--- config.mk ---
export PLATFORM = sky130hd
export DESIGN_NAME = pipe_hazard_ctrl_flat
export DESIGN_NICKNAME = d
export VERILOG_FILES = /design/src/rtl/pipe_hazard_ctrl_if.sv /design/src/rtl/pipe_hazard_ctrl.sv /design/src/flat_wrapper.sv
export SDC_FILE = /design/constraint.sdc
export NUM_CORES = 1
export LEC_CHECK = 0
export BUFFER_PORTS_ARGS = -buffer_cell sky130_fd_sc_hd__buf_2
export CAP_MARGIN = 20
export CORE_MARGIN = 2
export CORE_UTILIZATION = 40
export CTS_BUF_LIST = sky130_fd_sc_hd__clkbuf_8
export CTS_CLUSTER_DIAMETER = 50
export CTS_CLUSTER_SIZE = 12
export DETAILED_ROUTE_END_ITERATION = 10
export PLACE_DENSITY = 0.6
export SLEW_MARGIN = 5
export SYNTH_ARGS = -nofsm -noshare
export SYNTH_HDL_FRONTEND = slang
export SYNTH_SLANG_ARGS = --single-unit
--- constraint.sdc ---
create_clock -name clock -period 4.3 [get_ports clock]
set_clock_uncertainty 0.1 [all_clocks]
set_input_delay 0.215 -clock clock [delete_from_list [all_inputs] [get_ports clock]]
set_output_delay 0.215 -clock clock [all_outputs]
set_load 0.05 [all_outputs]
--- src/rtl/pipe_hazard_ctrl_if.sv ---
// Handshake bundle between the pipeline datapath (master) and the hazard controller (slave).
// CNT_W must match the controller's counter width.
interface pipe_hazard_ctrl_if #(
  parameter int unsigned CNT_W = 16
);
  logic [4:0]       id_rs;
  logic [4:0]       id_rt;
  logic             id_uses_rs;
  logic             id_uses_rt;
  logic [4:0]       ex_num_write;
  logic             ex_mem_read;
  logic             ex_reg_write;
  logic             branch_taken;
  logic             mem_req;
  logic             mem_ready;
  logic             cnt_clear;

  logic             pc_write;
  logic             if_id_write;
  logic             id_exe_write;
  logic             exe_mem_write;
  logic             mem_wb_write;
  logic             if_id_flush;
  logic             id_exe_flush;
  logic             mem_err;
  logic [1:0]       ctrl_state;
  logic [CNT_W-1:0] stall_cycles;
  logic [CNT_W-1:0] flush_events;

  modport master (
    output id_rs, id_rt, id_uses_rs, id_uses_rt, ex_num_write, ex_mem_read,
           ex_reg_write, branch_taken, mem_req, mem_ready, cnt_clear,
    input  pc_write, if_id_write, id_exe_write, exe_mem_write, mem_wb_write,
           if_id_flush, id_exe_flush, mem_err, ctrl_state, stall_cycles, flush_events
  );

  modport slave (
    input  id_rs, id_rt, id_uses_rs, id_uses_rt, ex_num_write, ex_mem_read,
           ex_reg_write, branch_taken, mem_req, mem_ready, cnt_clear,
    output pc_write, if_id_write, id_exe_write, exe_mem_write, mem_wb_write,
           if_id_flush, id_exe_flush, mem_err, ctrl_state, stall_cycles, flush_events
  );
endinterface

--- src/rtl/pipe_hazard_ctrl.sv ---
// Five-stage pipeline hazard controller: memory-wait freeze, load-use bubble,
// taken-branch flush, memory handshake timeout and saturating bring-up counters.
//
//   state | meaning
//   RUN   | normal decoding, no outstanding memory wait
//   WAIT  | data memory busy, counting consecutive frozen cycles
//   ERROR | memory timeout; pipe held until reset
module pipe_hazard_ctrl #(
  parameter int unsigned MEM_TIMEOUT = 16,
  parameter int unsigned CNT_W       = 16
) (
  input logic               clock,
  input logic               reset,
  pipe_hazard_ctrl_if.slave hz
);

  typedef enum logic [1:0] {
    ST_RUN   = 2'd0,
    ST_WAIT  = 2'd1,
    ST_ERROR = 2'd2
  } state_t;

  localparam logic [7:0]       TIMEOUT = 8'(MEM_TIMEOUT);
  localparam logic [CNT_W-1:0] CNT_MAX = '1;

  state_t           state_q, state_d;
  logic [7:0]       wait_cnt_q, wait_cnt_d;
  logic             mem_err_q, mem_err_d;
  logic [CNT_W-1:0] stall_q, stall_d;
  logic [CNT_W-1:0] flush_q, flush_d;

  logic freeze;
  logic rs_hit;
  logic rt_hit;
  logic load_use;
  logic active;

  assign freeze   = hz.mem_req & ~hz.mem_ready;
  assign rs_hit   = hz.id_uses_rs & (hz.id_rs == hz.ex_num_write);
  assign rt_hit   = hz.id_uses_rt & (hz.id_rt == hz.ex_num_write);
  assign load_use = hz.ex_mem_read & hz.ex_reg_write & (hz.ex_num_write != 5'd0)
                  & (rs_hit | rt_hit);
  assign active   = ~reset & (state_q != ST_ERROR);

  // Enables are combinational so the pipeline registers act on them at this same edge.
  always_comb begin
    hz.pc_write      = 1'b0;
    hz.if_id_write   = 1'b0;
    hz.id_exe_write  = 1'b0;
    hz.exe_mem_write = 1'b0;
    hz.mem_wb_write  = 1'b0;
    hz.if_id_flush   = 1'b0;
    hz.id_exe_flush  = 1'b0;
    if (active && !freeze) begin
      hz.id_exe_write  = 1'b1;
      hz.exe_mem_write = 1'b1;
      hz.mem_wb_write  = 1'b1;
      if (hz.branch_taken) begin
        hz.pc_write     = 1'b1;
        hz.if_id_write  = 1'b1;
        hz.if_id_flush  = 1'b1;
        hz.id_exe_flush = 1'b1;
      end else if (load_use) begin
        hz.id_exe_flush = 1'b1;
      end else begin
        hz.pc_write    = 1'b1;
        hz.if_id_write = 1'b1;
      end
    end
  end

  always_comb begin
    state_d    = state_q;
    wait_cnt_d = wait_cnt_q;
    mem_err_d  = mem_err_q;
    stall_d    = stall_q;
    flush_d    = flush_q;

    case (state_q)
      ST_RUN: begin
        if (freeze) begin
          state_d    = ST_WAIT;
          wait_cnt_d = 8'd1;
        end
      end
      ST_WAIT: begin
        if (freeze) begin
          wait_cnt_d = wait_cnt_q + 8'd1;
          if (wait_cnt_q + 8'd1 == TIMEOUT) begin
            state_d   = ST_ERROR;
            mem_err_d = 1'b1;
          end
        end else begin
          state_d    = ST_RUN;
          wait_cnt_d = 8'd0;
        end
      end
      ST_ERROR: begin
        state_d = ST_ERROR;
      end
      default: begin
        state_d    = ST_RUN;
        wait_cnt_d = 8'd0;
      end
    endcase

    // Counters hold entirely once the controller has given up on memory.
    if (state_q != ST_ERROR) begin
      if (hz.cnt_clear) begin
        stall_d = '0;
        flush_d = '0;
      end else begin
        if ((freeze || (load_use && !hz.branch_taken)) && stall_q != CNT_MAX)
          stall_d = stall_q + 1'b1;
        if (hz.branch_taken && !freeze && flush_q != CNT_MAX)
          flush_d = flush_q + 1'b1;
      end
    end
  end

  always_ff @(posedge clock or posedge reset) begin
    if (reset) begin
      state_q    <= ST_RUN;
      wait_cnt_q <= 8'd0;
      mem_err_q  <= 1'b0;
      stall_q    <= '0;
      flush_q    <= '0;
    end else begin
      state_q    <= state_d;
      wait_cnt_q <= wait_cnt_d;
      mem_err_q  <= mem_err_d;
      stall_q    <= stall_d;
      flush_q    <= flush_d;
    end
  end

  assign hz.mem_err      = mem_err_q;
  assign hz.ctrl_state   = state_q;
  assign hz.stall_cycles = stall_q;
  assign hz.flush_events = flush_q;

endmodule

--- src/flat_wrapper.sv ---
// flat-port wrapper written by rule: the top's interface ports become plain ports
module pipe_hazard_ctrl_flat 
#(
  parameter int unsigned MEM_TIMEOUT = 16,
  parameter int unsigned CNT_W       = 16
)
  (clock, reset, hz_id_rs, hz_id_rt, hz_id_uses_rs, hz_id_uses_rt, hz_ex_num_write, hz_ex_mem_read, hz_ex_reg_write, hz_branch_taken, hz_mem_req, hz_mem_ready, hz_cnt_clear, hz_pc_write, hz_if_id_write, hz_id_exe_write, hz_exe_mem_write, hz_mem_wb_write, hz_if_id_flush, hz_id_exe_flush, hz_mem_err, hz_ctrl_state, hz_stall_cycles, hz_flush_events);
  pipe_hazard_ctrl_if #(.CNT_W(CNT_W)) hz_i ();
  input logic clock;
  input logic reset;
  input wire logic [$bits(hz_i.id_rs)-1:0] hz_id_rs;
  input wire logic [$bits(hz_i.id_rt)-1:0] hz_id_rt;
  input wire logic [$bits(hz_i.id_uses_rs)-1:0] hz_id_uses_rs;
  input wire logic [$bits(hz_i.id_uses_rt)-1:0] hz_id_uses_rt;
  input wire logic [$bits(hz_i.ex_num_write)-1:0] hz_ex_num_write;
  input wire logic [$bits(hz_i.ex_mem_read)-1:0] hz_ex_mem_read;
  input wire logic [$bits(hz_i.ex_reg_write)-1:0] hz_ex_reg_write;
  input wire logic [$bits(hz_i.branch_taken)-1:0] hz_branch_taken;
  input wire logic [$bits(hz_i.mem_req)-1:0] hz_mem_req;
  input wire logic [$bits(hz_i.mem_ready)-1:0] hz_mem_ready;
  input wire logic [$bits(hz_i.cnt_clear)-1:0] hz_cnt_clear;
  output wire logic [$bits(hz_i.pc_write)-1:0] hz_pc_write;
  output wire logic [$bits(hz_i.if_id_write)-1:0] hz_if_id_write;
  output wire logic [$bits(hz_i.id_exe_write)-1:0] hz_id_exe_write;
  output wire logic [$bits(hz_i.exe_mem_write)-1:0] hz_exe_mem_write;
  output wire logic [$bits(hz_i.mem_wb_write)-1:0] hz_mem_wb_write;
  output wire logic [$bits(hz_i.if_id_flush)-1:0] hz_if_id_flush;
  output wire logic [$bits(hz_i.id_exe_flush)-1:0] hz_id_exe_flush;
  output wire logic [$bits(hz_i.mem_err)-1:0] hz_mem_err;
  output wire logic [$bits(hz_i.ctrl_state)-1:0] hz_ctrl_state;
  output wire logic [$bits(hz_i.stall_cycles)-1:0] hz_stall_cycles;
  output wire logic [$bits(hz_i.flush_events)-1:0] hz_flush_events;
  assign hz_i.id_rs = hz_id_rs;
  assign hz_i.id_rt = hz_id_rt;
  assign hz_i.id_uses_rs = hz_id_uses_rs;
  assign hz_i.id_uses_rt = hz_id_uses_rt;
  assign hz_i.ex_num_write = hz_ex_num_write;
  assign hz_i.ex_mem_read = hz_ex_mem_read;
  assign hz_i.ex_reg_write = hz_ex_reg_write;
  assign hz_i.branch_taken = hz_branch_taken;
  assign hz_i.mem_req = hz_mem_req;
  assign hz_i.mem_ready = hz_mem_ready;
  assign hz_i.cnt_clear = hz_cnt_clear;
  assign hz_pc_write = hz_i.pc_write;
  assign hz_if_id_write = hz_i.if_id_write;
  assign hz_id_exe_write = hz_i.id_exe_write;
  assign hz_exe_mem_write = hz_i.exe_mem_write;
  assign hz_mem_wb_write = hz_i.mem_wb_write;
  assign hz_if_id_flush = hz_i.if_id_flush;
  assign hz_id_exe_flush = hz_i.id_exe_flush;
  assign hz_mem_err = hz_i.mem_err;
  assign hz_ctrl_state = hz_i.ctrl_state;
  assign hz_stall_cycles = hz_i.stall_cycles;
  assign hz_flush_events = hz_i.flush_events;
  pipe_hazard_ctrl #(.MEM_TIMEOUT(MEM_TIMEOUT), .CNT_W(CNT_W)) u_core (.clock(clock), .reset(reset), .hz(hz_i));
endmodule
==> flow_metrics.tcl, run 1 <==
set metrics [dict create \
    cts_resized 0 \
    path_max_fanout 16 \
    cts.htree.levels 2 \
    netlist_area_um2 2760 \
    ys_types 52 \
    busiest_layer "met2" \
    maxSlewViolCount 0 \
    syn_inst 312 \
    use_met3_pct 2.94 \
    whs_path_depth 4 \
    setup.worst_path.start_class "register" \
    wl_per_cell_um 14.7 \
    syn_area_per_cell_um2 8.85 \
    area_growth_pct 18.2 \
    cts_tree "yes" \
    synth_simple_gate_area_share_pct 28.3 \
    vias 2533 \
    synth_compound_area_share_pct 18.6 \
    synth-seq-cells 43 \
    drc_errors 0 \
    diodes 0 \
    synthFlopType "dfrtp_1" \
    coreArea_um2 6720 \
    final_core_util_pct 48.5 \
    detail-route-antenna-nets 0 \
    synth_top_family_by_area "simple AND/OR/NAND/NOR gates" \
    die_h_um 87.1 \
    viasPerCell 5.57 \
    cts-hold-fix-buffers 1 \
    grt_pass1_vias 2411 \
    drt_pass1_iterations 4 \
    synthXorXnorAreaFrac_pct 8.88 \
    hold_path.class "in2reg" \
    crit_type "reg2reg" \
    clock.fmax_ghz 0.405 \
    peakVddDrop_v 0.000127 \
    port_buffers 66 \
    fin_nets 402 \
    grtUsageMet2_pct 31.2 \
    row_count 30 \
    synthAdderAreaFrac_pct 1.36 \
    gp_congestion 0.800 \
    grt.total_usage_pct 18.2 \
    rr_worst_depth 6 \
    grt_util_met1_pct 23.7 \
    p_per_area_nw_per_um2 267 \
    start_util_pct 41.1 \
    finalCritPeriodShare_pct 57.5 \
    leakage_nw 1.46 \
    muxShareOfSynthArea_pct 0.363 \
    dp_hpwl_mm 4.81 \
    insertion_delay_ns 0.30 \
    outcome "finished clean" \
    die_area_um2 7580 \
    io_pins 67 \
    synthArstFlopShare_pct 100 \
    post_cts.repair.setup_buffers 0 \
    hold_viol_final 0 \
    numCtsBuffers 5 \
    drtIter0Drc 172 \
    ys_seq_area_share_pct 39.0 \
    wl_mm 6.70 \
    crit_arrival_ns 2.54 \
    cp.required_ns 4.36 \
    root_buffer "clkbuf_8" \
    power_w 0.000872 \
    layout_min_cycle_time_ns 2.47 \
    clkSlewWorstSetupHoldPaths_ns 0.09 \
    tns_ns 0 \
    crit_path_end_kind "register" \
    grt_max_degree 31 \
    syn_nets 340 \
    cts_sinks 43 \
    setup_viol_count_final 0 \
    synth_edf_count 0 \
    grt_setup_unrepaired "no" \
    antenna_found_initial 0 \
    maxSlewHeadroom_pct 47.4 \
    grt_pass1_wl_mm 11.2 \
    worst_pin_slew_ns 0.782 \
    max-cap-violations 0 \
    clockBufferDepth 2 \
    drive_above_1_share_pct 23.5 \
    fp.dieW_um 87.1 \
    yosys_warnings 0 \
    overflow 0 \
]
-- flip-flops by register name (all words and copies together) (netlist names) --
name                    cells
u_core.hz.flush_events     16
u_core.hz.stall_cycles     16
u_core.wait_cnt_q           8
u_core.hz.ctrl_state        2
u_core.hz.mem_err           1
-- critical path: stages, from the launching register on --
cell      delay, ns
dfrtp_1        0.63
nand2b_1       0.29
nand3_1        0.18
nor4_1         0.73
nand4_1        0.19
xor2_1         0.16
nor2_1         0.05
-- through the flow --
| stage | area, µm² | hold slack (ns) | setup WS [ns] | instances |
|---|---|---|---|---|
| 6_report | 3260 | 0.312 | 1.83 | 455 |
| 2_1_floorplan | 2760 | 0.371 | 0.867 | 312 |
| 3_5_place_dp | 3130 | 0.184 | 1.87 | 446 |
| 3_3_place_gp | 3130 | 0.183 | 1.90 | 446 |
| 4_1_cts | 3260 | 0.313 | 1.85 | 455 |
| 5_1_grt | 3260 | 0.333 | 1.54 | 455 |
-- synth_stat cells, types with 2 or more instances --
| cell | number | area [µm²] |
|---|---|---|
| a211o_1 | 2 | 17.5 |
| a21o_1 | 3 | 22.5 |
| a21oi_1 | 9 | 45.0 |
| a22o_1 | 4 | 35.0 |
| a22oi_1 | 3 | 22.5 |
| and2_1 | 3 | 18.8 |
| and3_1 | 3 | 18.8 |
| and4_1 | 2 | 17.5 |
| buf_4 | 3 | 22.5 |
| clkbuf_1 | 9 | 33.8 |
| dfrtp_1 | 43 | 1080 |
| ha_1 | 3 | 37.5 |
| inv_1 | 7 | 26.3 |
| nand2_1 | 24 | 90.1 |
| nand2b_1 | 4 | 25.0 |
| nand3_1 | 30 | 150 |
| nand4_1 | 7 | 43.8 |
| nor2_1 | 34 | 128 |
| nor2b_1 | 12 | 75.1 |
| nor3_1 | 5 | 25.0 |
| nor4_1 | 7 | 43.8 |
| o211ai_1 | 10 | 75.1 |
| o21ai_0 | 15 | 75.1 |
| o22ai_1 | 4 | 25.0 |
| o311ai_0 | 2 | 17.5 |
| o31ai_1 | 3 | 22.5 |
| or2_2 | 2 | 12.5 |
| or3_1 | 3 | 18.8 |
| or4_1 | 7 | 52.6 |
| xnor2_1 | 7 | 61.3 |
| xor2_1 | 21 | 184 |
-- power by group --
part           switching [W]  total [W]  internal, W
clock network       0.000145   0.000333     0.000188
logic              0.0000825   0.000117    0.0000347
registers          0.0000114   0.000422     0.000410
-- per-layer routing --
layer	up-vias	share of wire [%]
met5	-	0
met4	0	1.0
met3	4	2.9
met2	46	49
met1	1219	48
li1	1264	-
-- cells in the final DEF, fill, tap and decap left out, drive strengths merged, types with 5 or more instances in the layout --
cell     n
nor3     5
clkbuf   6
xor2    21
nand2   25
a21oi    9
o21ai   15
inv      6
buf     68
xnor2    7
dfrtp   43
nand4    7
or4      7
nor2    34
nand3   30
o211ai  10
nor2b   12
nor4     8
-- worst paths after layout --
kind,from,to,slack [ns]
min,hz_branch_taken,u_core.hz.stall_cycles[13],0.31
max in group asynchronous,reset,u_core.hz.stall_cycles[11],2.99
min in group asynchronous,reset,u_core.wait_cnt_q[2],0.40
min reg2reg,u_core.hz.mem_err,u_core.hz.mem_err,0.37
max reg2reg,u_core.hz.ctrl_state[0],u_core.hz.flush_events[9],1.83
max,u_core.hz.ctrl_state[0],u_core.hz.flush_events[9],1.83
-- cell type report --
| class | count | area (µm²) |
|---|---|---|
| Timing Repair Buffer | 69 | 355 |
| Tap cell | 80 | 100 |
| Clock buffer | 6 | 82.6 |
| Sequential cell | 43 | 1080 |
| Fill cell | 652 | 3460 |
| Inverter | 7 | 26.3 |
| Clock inverter | 2 | 35.0 |
| Multi-Input combinational cell | 248 | 1590 |
-- kinds of logic (layout without fill, tap and decap cells) --
group | Yosys count | in the layout
AOI/OAI and AO/OA | 66 | 66
xor gates and xnor gates | 28 | 28
adders and majority gates | 3 | 3
buffers and inverters | 21 | 84
DFF | 43 | 43
muxes | 1 | 1
and+or+nand+nor | 150 | 150
No activity file was read; power rests on OpenSTA's default activity.
==> run 2, diff against run 1 <==
--- a/config.mk
+++ b/config.mk
@@ -5,6 +5,7 @@
 export SDC_FILE = /design/constraint.sdc
 export NUM_CORES = 1
 export LEC_CHECK = 0
+export ABC_AREA = 1
 export BUFFER_PORTS_ARGS = -buffer_cell sky130_fd_sc_hd__buf_2
 export CAP_MARGIN = 20
 export CORE_MARGIN = 2
@@ -13,7 +14,7 @@
 export CTS_CLUSTER_DIAMETER = 50
 export CTS_CLUSTER_SIZE = 12
 export DETAILED_ROUTE_END_ITERATION = 10
-export PLACE_DENSITY = 0.6
+export PLACE_DENSITY = 0.59
 export SLEW_MARGIN = 5
 export SYNTH_ARGS = -nofsm -noshare
 export SYNTH_HDL_FRONTEND = slang
==> constraint.sdc (replaced) <==
create_clock -name clock -period 2.4 [get_ports clock]
set_clock_uncertainty 0.1 [all_clocks]
set_input_delay 0.12 -clock clock [delete_from_list [all_inputs] [get_ports clock]]
set_output_delay 0.12 -clock clock [all_outputs]
set_load 0.05 [all_outputs]
==> run 2 against run 1 <==
Against the previous run:
- first-iteration DRC count fell by 20%
- global-route usage rose by 0.47 points
- via count is 14% higher
- utilization decreased by 0.20 points
- largest power group unchanged
- largest cell class unchanged
- flip-flop and latch count did not move
- critical path type unchanged
- clock power grew 53%
==> flow_metrics.tcl, run 2 <==
set metrics [dict create \
    clockBufferDepth 2 \
    worst_pin_slew_ns 0.747 \
    peakVddDrop_v 0.000225 \
    cts_tree "yes" \
    drive_above_1_share_pct 21.8 \
    coreArea_um2 7210 \
    setup_viol_count_final 0 \
    drtIter0Drc 137 \
    cts_sinks 43 \
    diodes 0 \
    synthFlopType "dfrtp_1" \
    dp_hpwl_mm 5.44 \
    antenna_found_initial 0 \
    synth_top_cell_by_area "dfrtp_1" \
    synth_edf_count 0 \
    clock.fmax_ghz 0.488 \
    p_per_area_nw_per_um2 445 \
    cp_slowest_cell "dfrtp_1" \
    clkSlewWorstSetupHoldPaths_ns 0.08 \
    yosys_warnings 0 \
    drt_pass1_iterations 4 \
    leakage_nw 1.83 \
    path_max_fanout 27 \
    layout_common_cells "112 x nand2_1, 66 x buf_2, 58 x inv_1" \
    yosysMostFrequentCell "nand2_1" \
    whs_path_depth 4 \
    setup.worst_path.start_class "register" \
    port_buffers 66 \
    syn_area_per_cell_um2 6.84 \
    maxSlewViolCount 0 \
    netlist_area_um2 2970 \
    max-cap-violations 0 \
    grt_pass1_wl_mm 12.7 \
    path_common_cell "nand2_1" \
    grt.total_usage_pct 18.7 \
    crit_type "reg2reg" \
    ys_types 35 \
    detail-route-antenna-nets 0 \
    pre_cts_ws_ns 0.273 \
    wl_per_cell_um 12.3 \
    place_area_um2 3370 \
    numCtsBuffers 5 \
    hold_ws_ns 0.216 \
    hold_path.class "in2reg" \
    die_area_um2 8130 \
    synth_area_leaders "dfrtp_1 36%, nand2_1 14%, nand3_1 8.8%, inv_1 7.3%, nor2_1 6.7%" \
    layout_min_cycle_time_ns 2.05 \
    fin_nets 526 \
    wl_mm 7.37 \
    insertion_delay_ns 0.29 \
    cts.htree.levels 2 \
    hold_viol_final 0 \
    synthArstFlopShare_pct 100 \
    synth_common_cells "112 x nand2_1, 58 x inv_1, 53 x nor2_1, 52 x nand3_1, 43 x dfrtp_1" \
    area_growth_pct 17.4 \
    slowest_delay_ns 0.44 \
    overflow 0 \
    crit_path_end_kind "register" \
    grt_setup_unrepaired "no" \
    finalCritPeriodShare_pct 85.5 \
    outcome "finished clean" \
    final_common_cell "nand2_1" \
    io_pins 67 \
    die_h_um 90.2 \
    maxSlewHeadroom_pct 49.9 \
    drc_errors 0 \
    synth-seq-cells 43 \
    grt_max_degree 28 \
    crit_arrival_ns 2.17 \
    gp_congestion 0.821 \
    ys_seq_area_share_pct 36.2 \
    syn_nets 462 \
    vias 2892 \
    syn_inst 434 \
    rr_worst_depth 9 \
    cp.required_ns 2.52 \
    layout_setup_ws_ns 0.349 \
    row_count 31 \
    root_buffer "clkbuf_8" \
    tns_ns 0 \
    grt_pass1_vias 2725 \
    viasPerCell 4.84 \
    crit_chain "ha_1, nand3_1, inv_1, nand2_1, o21ai_2, nand2_4, nand4_1, nand2_1, nor2_1" \
    fin_area_um2 3490 \
    start_util_pct 41.2 \
    post_cts.repair.setup_buffers 0 \
    yosysTopAreaCellShare_pct 36.2 \
    fp.dieW_um 90.2 \
]
run 2: changes by cell type after synthesis, moves of 7 or more:
cell      before  now
nor4_1         7    0
nand2_1       24  112
nor2_1        34   53
o211ai_1      10    0
or4_1          7    0
xor2_1        21   12
nor3_1         5   12
nand2_2        1   13
o21ai_1        0    9
nor2b_1       12    0
nand3_1       30   52
inv_1          7   58
run 2: kinds of logic after synthesis:
group                      Yosys count  share of synthesized area (%)
AOI/OAI and AO/OA                   36                           6.61
xor gates and xnor gates            13                           3.83
adders and majority gates            3                           1.26
buffers and inverters               77                           11.2
DFF                                 43                           36.2
muxes                                1                          0.337
and+or+nand+nor                    261                           40.5
run 2: area by class of cell:
| class | instances | area [µm²] |
|---|---|---|
| clock buffers | 7 | 96.3 |
| clock inverters | 1 | 3.75 |
| fillers | 761 | 3730 |
| inverters | 64 | 243 |
| multi-input cells | 314 | 1580 |
| flip-flops and latches | 43 | 1080 |
| well taps | 99 | 124 |
| repair buffers | 70 | 363 |
run 2: worst paths after layout:
check | slack, ns | endpoint | start
worst min-delay path | 0.22 | u_core.hz.stall_cycles[7] | hz_cnt_clear
worst min register to register | 0.37 | u_core.hz.mem_err | u_core.hz.mem_err
worst max register to register | 0.35 | u_core.hz.flush_events[11] | u_core.hz.flush_events[0]
worst max-delay path | 0.35 | u_core.hz.flush_events[11] | u_core.hz.flush_events[0]
max in group asynchronous | 1.23 | u_core.wait_cnt_q[0] | reset
min in group asynchronous | 0.36 | u_core.wait_cnt_q[3] | reset
run 2: what timing repair did:
action / CTS / global route
resized for setup: 0 / 1
endpoints found under the setup margin: 0 / 3
endpoints found under the hold margin: 18 / 0
hold buffers: 1 / 0
run 2: power breakdown:
group / internal [W] / total, W / switching [W] / leakage, nW
clock: 0.000259 / 0.000510 / 0.000251 / 0.0557
sequential: 0.000741 / 0.000764 / 0.0000234 / 0.588
combinational: 0.0000756 / 0.000278 / 0.000202 / 1.19
run 2: per-layer routing:
layer,wire [µm],GRT usage [%],vias up
li1,-,-,1501
met5,0,0,-
met4,56,4.36,0
met1,3660,25.6,1325
met3,313,3.44,4
met2,3340,30.8,62
run 2: metrics by stage:
stage / util (%) / instances / total power [W]
finish: 48.4 / 598 / 0.00155
global route: 48.4 / 598 / 0.00164
CTS: 48.3 / 598 / 0.00157
detailed placement: 46.8 / 589 / 0.00106
global placement: 46.8 / 589 / 0.00105
floorplan: - / 434 / 0.000988
run 2: worst max-delay path: cells and delay by family, from the launching register on:
| kind | cells | cell delay (ns) |
|---|---|---|
| compound gates | 1 | 0.31 |
| fa+ha+maj | 1 | 0.21 |
| buf+inv | 1 | 0.13 |
| flops | 1 | 0.44 |
| simple gates | 6 | 0.79 |
==> run 3, diff against run 2 <==
--- a/config.mk
+++ b/config.mk
@@ -14,6 +14,7 @@
 export CTS_CLUSTER_DIAMETER = 50
 export CTS_CLUSTER_SIZE = 12
 export DETAILED_ROUTE_END_ITERATION = 10
+export HOLD_SLACK_MARGIN = 0.06
 export PLACE_DENSITY = 0.59
 export SLEW_MARGIN = 5
 export SYNTH_ARGS = -nofsm -noshare
==> constraint.sdc (replaced) <==
create_clock -name clock -period 2.1 [get_ports clock]
set_clock_uncertainty 0.1 [all_clocks]
set_input_delay 0.105 -clock clock [delete_from_list [all_inputs] [get_ports clock]]
set_output_delay 0.105 -clock clock [all_outputs]
set_load 0.05 [all_outputs]
==> run 3 against run 2 <==
Against the previous run:
- power up 12%
- final area up 2.2%
- sequential power up 14%
- global-route usage up 0.26 points
- count of clock-buffer cells in the layout down 2
- flip-flop and latch count unchanged
- utilization up 1.1 points
- routed wire length down 0.92%
- worst hold slack worse by 0.015 ns
- worst setup slack worse by 0.15 ns
- critical endpoint is now u_core.hz.stall_cycles[10]
- die area unchanged
- critical path depth up 3
==> flow_metrics.tcl, run 3 (same netlist as run 2, synthesis figures left out) <==
set metrics [dict create \
    cts.htree.levels 2 \
    viasPerCell 4.77 \
    maxSlewHeadroom_pct 54.4 \
    tns_ns 0 \
    final_common_cell "nand2_1" \
    layout_setup_ws_ns 0.198 \
    grt.total_usage_pct 18.9 \
    port_buffers 66 \
    max-cap-violations 0 \
    clkSlewWorstSetupHoldPaths_ns 0.09 \
    outcome "finished clean" \
    hold_viol_final 0 \
    rr_startpoint "u_core.hz.stall_cycles[0]" \
    grt_setup_unrepaired "no" \
    vias 2883 \
    dp_hpwl_mm 5.56 \
    layout_common_cells "111 x nand2_1, 66 x buf_2, 58 x inv_1" \
    start_util_pct 41.2 \
    reg2reg_slack_ns 0.20 \
    cp_slowest_cell "dfrtp_2" \
    diodes 0 \
    worstHoldStart "hz_cnt_clear" \
    fin_nets 533 \
    layout_min_cycle_time_ns 1.90 \
    setup_viol_count_final 0 \
    area_growth_pct 20.1 \
    grt_pass1_wl_mm 12.8 \
    post_cts.repair.setup_buffers 0 \
    wl_mm 7.30 \
    setup.worst_path.start_class "register" \
    drtIter0Drc 118 \
    drive_above_1_share_pct 24.1 \
    root_buffer "clkbuf_8" \
    gp_congestion 0.865 \
    hold_end "u_core.hz.flush_events[14]" \
    p_per_area_nw_per_um2 488 \
    final_core_util_pct 49.4 \
    grt_pass1_vias 2760 \
    grt_max_degree 28 \
    clock.fmax_ghz 0.526 \
    leakage_nw 1.85 \
    rr_endpoint "u_core.hz.stall_cycles[10]" \
    fp.dieW_um 90.2 \
    numCtsBuffers 5 \
    slowest_delay_ns 0.40 \
    overflow 0 \
    drc_errors 0 \
    peakVddDrop_v 0.000306 \
    insertion_delay_ns 0.31 \
    crit_path_end_kind "register" \
    row_count 31 \
    hold_path.class "in2reg" \
    worst_pin_slew_ns 0.680 \
    io_pins 67 \
    die_area_um2 8130 \
    antenna_found_initial 0 \
    drt_pass1_iterations 4 \
    crit_type "reg2reg" \
    cts_tree "yes" \
    crit_chain "ha_1, nand3_2, nor2_4, nand3_4, nor2_4, nand3_2, nand2_2, inv_4, nand2_8, nand2_8, nand2_2, nand2_1" \
    whs_path_depth 4 \
    rr_worst_depth 12 \
    coreArea_um2 7210 \
    power_w 0.00174 \
    maxSlewViolCount 0 \
    detail-route-antenna-nets 0 \
    clockBufferDepth 2 \
    pre_cts_ws_ns 0.158 \
    die_h_um 90.2 \
    finalCritPeriodShare_pct 90.6 \
    crit_arrival_ns 2.00 \
    wl_per_cell_um 12.1 \
    cts_sinks 43 \
    cp.required_ns 2.20 \
    path_max_fanout 16 \
]
==> run 3: cell count changes in the layout (fill, tap and decap cells not counted), moves of 2 or more <==
cell	delta
nand2_2	+2
nand2_4	-2
clkinvlp_4	+2
buf_4	+6
clkbuf_8	-2
dfrtp_2	+5
dfrtp_1	-5
==> run 3: routing by layer <==
layer  share of wire, %  global-route usage [%]  vias to the layer above  wire length (µm)
li1                   -                       -                     1513                 -
met1                 50                    26.4                     1312              3670
met2                 45                    30.3                       53              3270
met3                3.9                    3.35                        5               283
met4                1.2                    5.38                        0                86
met5                  0                       0                        -                 0
==> run 3: per-stage QoR <==
| step | hold WS (ns) | cells | area, µm² |
|---|---|---|---|
| 2_1_floorplan | 0.179 | 434 | 3020 |
| 3_3_place_gp | 0.0813 | 596 | 3460 |
| 3_5_place_dp | 0.0862 | 596 | 3460 |
| 4_1_cts | 0.194 | 605 | 3560 |
| 5_1_grt | 0.226 | 605 | 3570 |
| 6_report | 0.201 | 605 | 3570 |
==> run 3: worst max path at each step <==
| stage | end | depth (start not counted) | from | slack (ns) |
|---|---|---|---|---|
| after floorplan | hz_id_exe_flush | 5 | u_core.hz.ctrl_state[0] | -0.03 |
| after global placement | u_core.hz.stall_cycles[7] | 12 | u_core.hz.stall_cycles[0] | 0.21 |
| after detailed placement | u_core.hz.stall_cycles[7] | 12 | u_core.hz.stall_cycles[0] | 0.16 |
| after CTS | u_core.hz.stall_cycles[7] | 12 | u_core.hz.stall_cycles[0] | 0.14 |
| after global routing | u_core.hz.stall_cycles[7] | 12 | u_core.hz.stall_cycles[0] | 0.003 |
| final | u_core.hz.stall_cycles[10] | 12 | u_core.hz.stall_cycles[0] | 0.20 |
==> run 3: layout make-up <==
| type | count | area [µm²] |
|---|---|---|
| Inverter | 64 | 246 |
| Clock buffer | 5 | 68.8 |
| Clock inverter | 3 | 15.0 |
| Fill cell | 776 | 3650 |
| Tap cell | 99 | 124 |
| Timing Repair Buffer | 77 | 428 |
| Multi-Input combinational cell | 314 | 1600 |
| Sequential cell | 43 | 1080 |
==> run 3: timing repair <==
action / CTS / global route
resized for setup: 0 / 1
hold buffers: 1 / 0
hold endpoints to repair: 16 / 0
endpoints found under the setup margin: 0 / 9
==> run 3: worst max-delay path: cells and delay by family, from the launching register on <==
family	cells	cell delay, ns
adders and majority gates	1	0.21
DFF	1	0.40
buffers and inverters	1	0.05
and+or+nand+nor	10	1.02
==> run 3: power by group <==
group          switching (W)  internal, W
Clock               0.000303     0.000226
Sequential         0.0000209     0.000849
Combinational       0.000241    0.0000987
